`src/rtl/tdoa_result_reader.sv`:
```
// Reads one TDoA trigger triple, validates the pairwise deltas and holds
// the result for the CPU; re-arms the TDoA core after every outcome.
module tdoa_result_reader #(
  parameter int unsigned REARM_CYCLES   = 4,
  parameter int unsigned TIMEOUT_CYCLES = 48000,
  parameter int unsigned MAX_DELTA      = 64
) (
  input  logic               pcm_clk,
  input  logic               reset,
  input  logic [31:0]        trigger_time_1,
  input  logic [31:0]        trigger_time_2,
  input  logic [31:0]        trigger_time_3,
  input  logic               result_ack,
  output logic               rearm_out,
  output logic signed [31:0] delta_12,
  output logic signed [31:0] delta_13,
  output logic [1:0]         first_mic,
  output logic               result_valid,
  output logic [15:0]        rejected_count,
  output logic [15:0]        timeout_count
);

  typedef enum logic [1:0] {
    REARM,
    ARMED,
    CHECK,
    PRESENT
  } state_t;

  localparam int unsigned RW =
    REARM_CYCLES > 1 ? $clog2(REARM_CYCLES + 1) : 1;
  localparam int unsigned TW =
    TIMEOUT_CYCLES > 1 ? $clog2(TIMEOUT_CYCLES) : 1;
  localparam int unsigned TLAST =
    TIMEOUT_CYCLES == 0 ? 0 : TIMEOUT_CYCLES - 1;
  localparam logic signed [32:0] MAXD = 33'(MAX_DELTA);

  state_t            state;
  logic [RW-1:0]     rearm_cnt;
  logic [TW-1:0]     arm_cnt;
  logic [31:0]       t1_q, t2_q, t3_q;
  logic signed [31:0] d12, d13;
  logic signed [32:0] d12_x, d13_x;
  logic              out_of_range;
  logic [1:0]        fm;
  logic              all_reported;
  logic              timed_out;

  assign all_reported = (trigger_time_1 != '0) &&
                        (trigger_time_2 != '0) &&
                        (trigger_time_3 != '0);
  assign timed_out = (TIMEOUT_CYCLES != 0) &&
                     (arm_cnt == TW'(TLAST));

  // Modulo subtraction keeps deltas correct across sample-counter wrap.
  assign d12   = $signed(t2_q - t1_q);
  assign d13   = $signed(t3_q - t1_q);
  assign d12_x = {d12[31], d12};
  assign d13_x = {d13[31], d13};

  assign out_of_range = (d12_x > MAXD) || (d12_x < -MAXD) ||
                        (d13_x > MAXD) || (d13_x < -MAXD);

  always_comb begin
    fm = 2'd3;
    if (!d12[31] && !d13[31])
      fm = 2'd1;
    else if (d12 <= d13)
      fm = 2'd2;
  end

  always_ff @(posedge pcm_clk) begin
    if (reset) begin
      state          <= REARM;
      rearm_cnt      <= RW'(REARM_CYCLES);
      rearm_out      <= 1'b1;
      arm_cnt        <= '0;
      t1_q           <= '0;
      t2_q           <= '0;
      t3_q           <= '0;
      delta_12       <= '0;
      delta_13       <= '0;
      first_mic      <= 2'd1;
      result_valid   <= 1'b0;
      rejected_count <= '0;
      timeout_count  <= '0;
    end else begin
      unique case (state)
        REARM: begin
          if (rearm_cnt <= RW'(1)) begin
            state     <= ARMED;
            rearm_out <= 1'b0;
            arm_cnt   <= '0;
          end else begin
            rearm_cnt <= rearm_cnt - RW'(1);
          end
        end
        ARMED: begin
          if (all_reported) begin
            t1_q  <= trigger_time_1;
            t2_q  <= trigger_time_2;
            t3_q  <= trigger_time_3;
            state <= CHECK;
          end else if (timed_out) begin
            state     <= REARM;
            rearm_cnt <= RW'(REARM_CYCLES);
            rearm_out <= 1'b1;
            if (timeout_count != 16'hFFFF)
              timeout_count <= timeout_count + 16'd1;
          end else begin
            arm_cnt <= arm_cnt + TW'(1);
          end
        end
        CHECK: begin
          if (out_of_range) begin
            state     <= REARM;
            rearm_cnt <= RW'(REARM_CYCLES);
            rearm_out <= 1'b1;
            if (rejected_count != 16'hFFFF)
              rejected_count <= rejected_count + 16'd1;
          end else begin
            delta_12     <= d12;
            delta_13     <= d13;
            first_mic    <= fm;
            result_valid <= 1'b1;
            state        <= PRESENT;
          end
        end
        PRESENT: begin
          if (result_ack) begin
            result_valid <= 1'b0;
            state        <= REARM;
            rearm_cnt    <= RW'(REARM_CYCLES);
            rearm_out    <= 1'b1;
          end
        end
        default: state <= REARM;
      endcase
    end
  end

endmodule

```
`config.mk`:
```
export PLATFORM = sky130hd
export DESIGN_NAME = tdoa_result_reader
export DESIGN_NICKNAME = d
export VERILOG_FILES = /design/src/rtl/tdoa_result_reader.sv
export SDC_FILE = /design/constraint.sdc
export NUM_CORES = 1
export LEC_CHECK = 0
export CAP_MARGIN = 25
export CORE_MARGIN = 8
export CORE_UTILIZATION = 50
export DETAILED_ROUTE_END_ITERATION = 10
export PLACE_DENSITY_LB_ADDON = 0.15
export SYNTH_ARGS = -nofsm -noshare
export SYNTH_HDL_FRONTEND = slang
export SYNTH_SLANG_ARGS = --single-unit
```
`constraint.sdc`:
```
create_clock -name pcm_clk -period 4.1 [get_ports pcm_clk]
set_clock_uncertainty 0.2 [all_clocks]
set_input_delay 0.82 -clock pcm_clk [delete_from_list [all_inputs] [get_ports pcm_clk]]
set_output_delay 0.82 -clock pcm_clk [all_outputs]
set_load 0.02 [all_outputs]
```
======== Word level (Yosys, flattened, before mapping) ========
Index checks and enable logic that the tools add are counted.
Widths: inputs -> output; s select.
word-level totals
  bits in registers ....................... 217
  input port bits ......................... 99
  output and inout port bits .............. 100
operators by class
  $add $sub $neg .......................... 6
  order comparisons ....................... 6
  equal/unequal tests ..................... 15
  mux-type cells .......................... 27
  bitwise gates (word level) .............. 2
  reductions and logical operators ........ 23
operator list
  cell                   number
  $reduce_bool 32->1     3
  $gt 32x8->1 const B    2
  $lt 32x7->1 const B    2
  $sub 32x32->32         2
  $add 16x1->16 const B  3
  $mux 16                3
  $le 32x32->1           1
  $ne 16x16->1 const B   2
  $pmux 16 s2            1
  $eq 16x16->1 const B   1
  $ne 2x2->1 const B     8
  $mux 3                 5
  $mux 2                 6
  $pmux 3 s4             1
  $reduce_and 5->1       2
  $reduce_and 3->1       3
  $mux 1                 8
  $pmux 2 s4             1
  $reduce_and 4->1       2
  $eq 2x2->1 const B     2
  $pmux 1 s4             1
  $reduce_and 2->1       2
  $reduce_bool 2->1      2
  $le 3x1->1 const B     1
  9 further kinds        15

======== Depth between registers and ports, before layout ========
  word-level depth ........................ 7
  depth in mapped cells ................... 22

======== Least setup slack after synthesis ========
No wires, ideal clock.
  path kind ............................... register to register
  start point ............................. register t1_q[0]
  end point ............................... register rejected_count[6]
  arrival time ............................ 4.105 ns
  required time ........................... 3.777 ns
  setup slack ............................. -0.328 ns
  stages on the path, launching flop included .. 16
  buffers on the path ..................... 1
  clock period less this slack ............ 4.428 ns
  path through ............................ dfxtp_1 -> ha_1 -> inv_1 -> fa_1 -> a211o_1 -> a221o_1 -> a31oi_1 -> xnor2_1 -> and2_1 -> nand4_1 -> or4_1 -> or4_4 -> a22oi_2 -> buf_2 -> nor2_1 -> mux2_1
on the way
  word-level cells in the longest chain between the ends .. 6
  elaborated cells between the ends (all ways) .. 10
  those cells by class .................... add/sub: 2; order compare: 4; reduce/logical: 4
ends and longest elaborated chain
  element                                     line  text
  start: declaration                          41    logic [31:0] t1_q, t2_q, t3_q;
  start signal: assignment                    100   t1_q <= trigger_time_1;
  $sub 32x32->32 *                            56    assign d12 = $signed(t2_q - t1_q);
  net d12[10]                                 42    logic signed [31:0] d12, d13;
  $gt 32x8->1 or $lt 32x7->1 (tied branches)  61    assign out_of_range = (d12_x > MAXD) || (d12_x < -MAXD) ||
  $logic_or 1x1->1 * (2 in a row)             61
  $logic_or 1x1->1 *                          62    (d13_x > MAXD) || (d13_x < -MAXD);
  $reduce_and 3->1 (no source line) *         --
  end signal: assignment                      120   rejected_count <= rejected_count + 16'd1;
  end: declaration                            19    output logic [15:0] rejected_count,
Mark *: on every way through the listed nets, which the timed path passes. The rest lies on a longest branch.
A chain may end at the register's enable or synchronous reset.

======== Worst setup path in the final report ========
  start point ............................. register t2_q[0]
  end point ............................... register first_mic[0]
on the way
  word-level cells in the longest chain between the ends .. 7
  elaborated cells between the ends (all ways) .. 13
  those cells by class .................... add/sub: 1; order compare: 3; mux: 2; bitwise: 1; reduce/logical: 6
ends and longest elaborated chain
  element                                     line  text
  start: declaration                          41
  start signal: assignment                    101   t2_q <= trigger_time_2;
  $sub 32x32->32 *                            56
  net d12[30]                                 42
  $gt 32x8->1 or $lt 32x7->1 (tied branches)  61
  $logic_or 1x1->1 (2 in a row)               61
  $logic_or 1x1->1                            62
  $not 1->1 (no source line)                  --
  $reduce_and 2->1 (no source line)           --
  end signal: assignment                      124   first_mic <= fm;
  end: declaration                            17    output logic [1:0] first_mic,
Marks and branches as above.

==> metrics.md <==
| Metric | Value |
|---|---|
| XOR/XNOR Fraction of Synth Area | `4.37%` |
| Syn_nets | `1998` |
| Drt first pass iters | `5` |
| Root Buffer | `clkbuf_16` |
| Slew @ Worst Pin | `1.17 ns` |
| Syn_area_per_cell | `7.56 um2` |
| DR vias/cell | `5.66` |
| Sequential area share after synthesis | `31.9%` |
| Hold Path Class | `register to register` |
| Wire length per cell | `17.9 um` |
| Largest family of logic cells by synthesized area | `simple AND/OR/NAND/NOR gates` |
| R2r setup slk | `-0.54 ns` |
| Initial Utilization | `50.7%` |
| Placed wire-length estimate | `35.3 mm` |
| Die Width | `181 um` |
| Kind of cell adding the most delay to the critical path | `compound AO/OA/AOI/OAI gates` |
| 1st-iter DRT viols | `1105` |
| Met1 Use GR | `35.1%` |
| Most used cell, CP | `a211o_1` |
| Final Hold Fails | `0` |
| Routability congestion estimate | `0.965` |
| CORE AREA | `26800 um2` |
| Largest area contributor in the netlist | `dfxtp_1` |
| Remaining Overflow, GRT | `0` |
| Port bufs | `198` |
| Register area | `4350 um2` |
| Violated checks | `setup timing` |
| Gr usage total | `26.2%` |
| Syn. warnings | `0` |
| N_diodes | `0` |
| Nets | `2488` |
| WP data required | `4.30 ns` |
| Netlist cell types | `83` |
| Reg clk slew, reported paths | `0.06 ns` |
| Synthesized instance count | `1798` |
| Setup_tns | `-39.50 ns` |
| Clock sink total | `217` |
| Fill count | `2038` |
| # DRC | `0` |
| Post-synth EDFFs | `0` |
| Vias in the first global route | `14300` |
| Status | `complete, but fails checks` |
| RSZ-0062 raised after global routing | `true` |
| Synthesis-to-layout area growth | `47.4%` |
| Data arrival, critical path | `4.83 ns` |
| Maxcap violations | `0` |
| DR vias | `15000` |
| CTS tree | `yes` |
| Cts bufs inserted | `23` |
| Ys async rst share | `0%` |
| CP bufs+invs | `4` |
| Worst-skew pair later-pin latency | `0.53 ns` |
| Critical-path cell list | `inv_2 -> ha_4 -> inv_2 -> fa_2 -> a211o_1 -> a221o_2 -> buf_6 -> a21oi_4 -> buf_4 -> a211o_1 -> a211o_1 -> nand3_2 -> ha_1 -> nand4_1 -> nor2_2 -> and3_4 -> nand3_1 -> or3_1 -> o211ai_1 -> xnor2_1 -> a21oi_1 -> a31oi_1` |
| Top_reg_cell synth | `dfxtp_1` |
| Compound-Gate Fraction of Synth Area | `21.9%` |
| First-pass GRT wire length | `72.3 mm` |
| Area occupied by multi-input gates | `9130 um2` |
| Top-count cell post-synth | `nand2_1` |
| Area contributors post-synth | `dfxtp_1 (32%), nand2_1 (9.3%), ha_1 (9.1%)` |
| Final worst slack | `-0.536 ns` |
| CP max stage delay | `0.48 ns` |
| Startpoint types | `register` |
| Met3 Resource Use GR | `4.09%` |
| Die span in y | `181 um` |
| Drt total wl | `47.2 mm` |
| CP Class | `register to register` |
| Die Area | `32700 um2` |
| H-tree levels | `1` |
| Initial antenna violation count | `0` |
| Final setup fails | `89` |
| Num rows | `60` |
| Clock buffer depth | `3` |
| Final period demand of the worst path | `4.64 ns` |
| Cts hold-fix bufs | `0` |
| Global route hottest layer | `met2` |
| Final worst-path cycle share | `113%` |
| Routed Antenna Nets | `0` |
| Share of the synthesized area in the top cell type | `31.9%` |
| Slew Limit Fails | `0` |
| Mux contribution to synthesized area | `1.64%` |
| Cell Area, Synth | `13600 um2` |
| Fraction of layout cells with a size suffix above 1 | `23.0%` |
| CP endpoint kind | `register` |
| Number of top-level pins | `199` |
| #FFs+latches synth | `217` |
| Most instantiated cells after synthesis | `nand2_1 (336), dfxtp_1 (217), a21oi_1 (188), nor2_1 (121)` |
| Simple-gate share of the synthesized area | `26.0%` |
| Largest net degree at the start of global routing | `87` |
| Global Route met2 Usage | `43.3%` |
| Crit path max fanout | `5` |
| Adder-cell area share of the yosys netlist | `9.40%` |
| Slowest cell on crit path | `a221o_2` |
| Max Fclk | `216 MHz` |
| Slew headroom | `21.8%` |
-- cells in the final DEF (no fill, tap or decap), types with 33 or more instances in the layout --
master,count
ha_1,96
nor3_1,33
a21oi_1,176
o21ai_0,57
nand2_1,327
nand3_1,48
inv_1,70
nor4_1,36
o21a_1,35
dfxtp_1,215
clkdlybuf4s50_1,197
nand4_1,42
nor2_1,117
buf_4,325
-- cell families after synthesis --
logic type,Yosys count
AO/OA/AOI/OAI,474
XOR/XNOR,67
adder cells (fa/ha/maj),101
buffers and inverters,166
flip-flops,217
multiplexers,21
AND/OR/NAND/NOR,752
-- registers in the layout, summed over array words and instances, names as in the netlist --
name,flops
result_valid,1
arm_cnt,16
delta_12,32
t1_q,32
rearm_cnt,3
timeout_count,16
state,2
first_mic,2
rearm_out,1
delta_13,32
rejected_count,16
t2_q,32
t3_q,32
-- final cells by class --
| class | count | area share (%) |
|---|---|---|
| Timing Repair Buffer | 557 | 25.3 |
| Multi-Input combinational cell | 1415 | 45.5 |
| Sequential cell | 217 | 21.7 |
| Clock buffer | 31 | 3.27 |
| Clock inverter | 10 | 0.699 |
| Inverter | 74 | 1.39 |
| Tap cell | 341 | 2.13 |
-- per-layer routing --
layer,part of all wire [%],vias up
met3,6.0,85
met4,2.8,0
met2,46,468
met1,45,6995
li1,-,7423
met5,0,-
-- final timing paths --
check	startpoint	endpoint	cells past startpoint
worst min-delay path	delta_12[26]$_SDFFE_PP0P_	delta_12[26]$_SDFFE_PP0P_	2
worst max-delay path	t2_q[0]$_SDFFE_PP0P_	first_mic[0]$_SDFFE_PP1P_	22
worst max register to register	t2_q[0]$_SDFFE_PP0P_	first_mic[0]$_SDFFE_PP1P_	22
worst min register to register	delta_12[26]$_SDFFE_PP0P_	delta_12[26]$_SDFFE_PP0P_	2
-- timing repair --
action,CTS,global route
pin swaps,7,40
setup endpoints to repair,89,90
cloned,4,10
resized for setup,52,105
buffers inserted,7,10
-- tightest hold or removal path: stages (launching register included) --
cell	delay, ns
dfxtp_1	0.31
nand2_1	0.05
o21ai_1	0.05
-- stage by stage --
step                hold WS [ns]  setup slack (ns)  util (%)  cell area [um2]  std cells
floorplan                  0.236            -0.188         -            13700       1798
global placement           0.235            -0.415      68.2            18300       2575
detailed placement         0.242            -0.490      68.2            18300       2575
CTS                        0.251            -0.412      72.5            19400       2627
global route               0.264            -0.724      74.8            20000       2645
finish                     0.251            -0.536      74.8            20000       2645
Power is left out: the tool's default activity adds up to more than one toggle a clock period on the data nets, which glitch-free logic cannot reach.
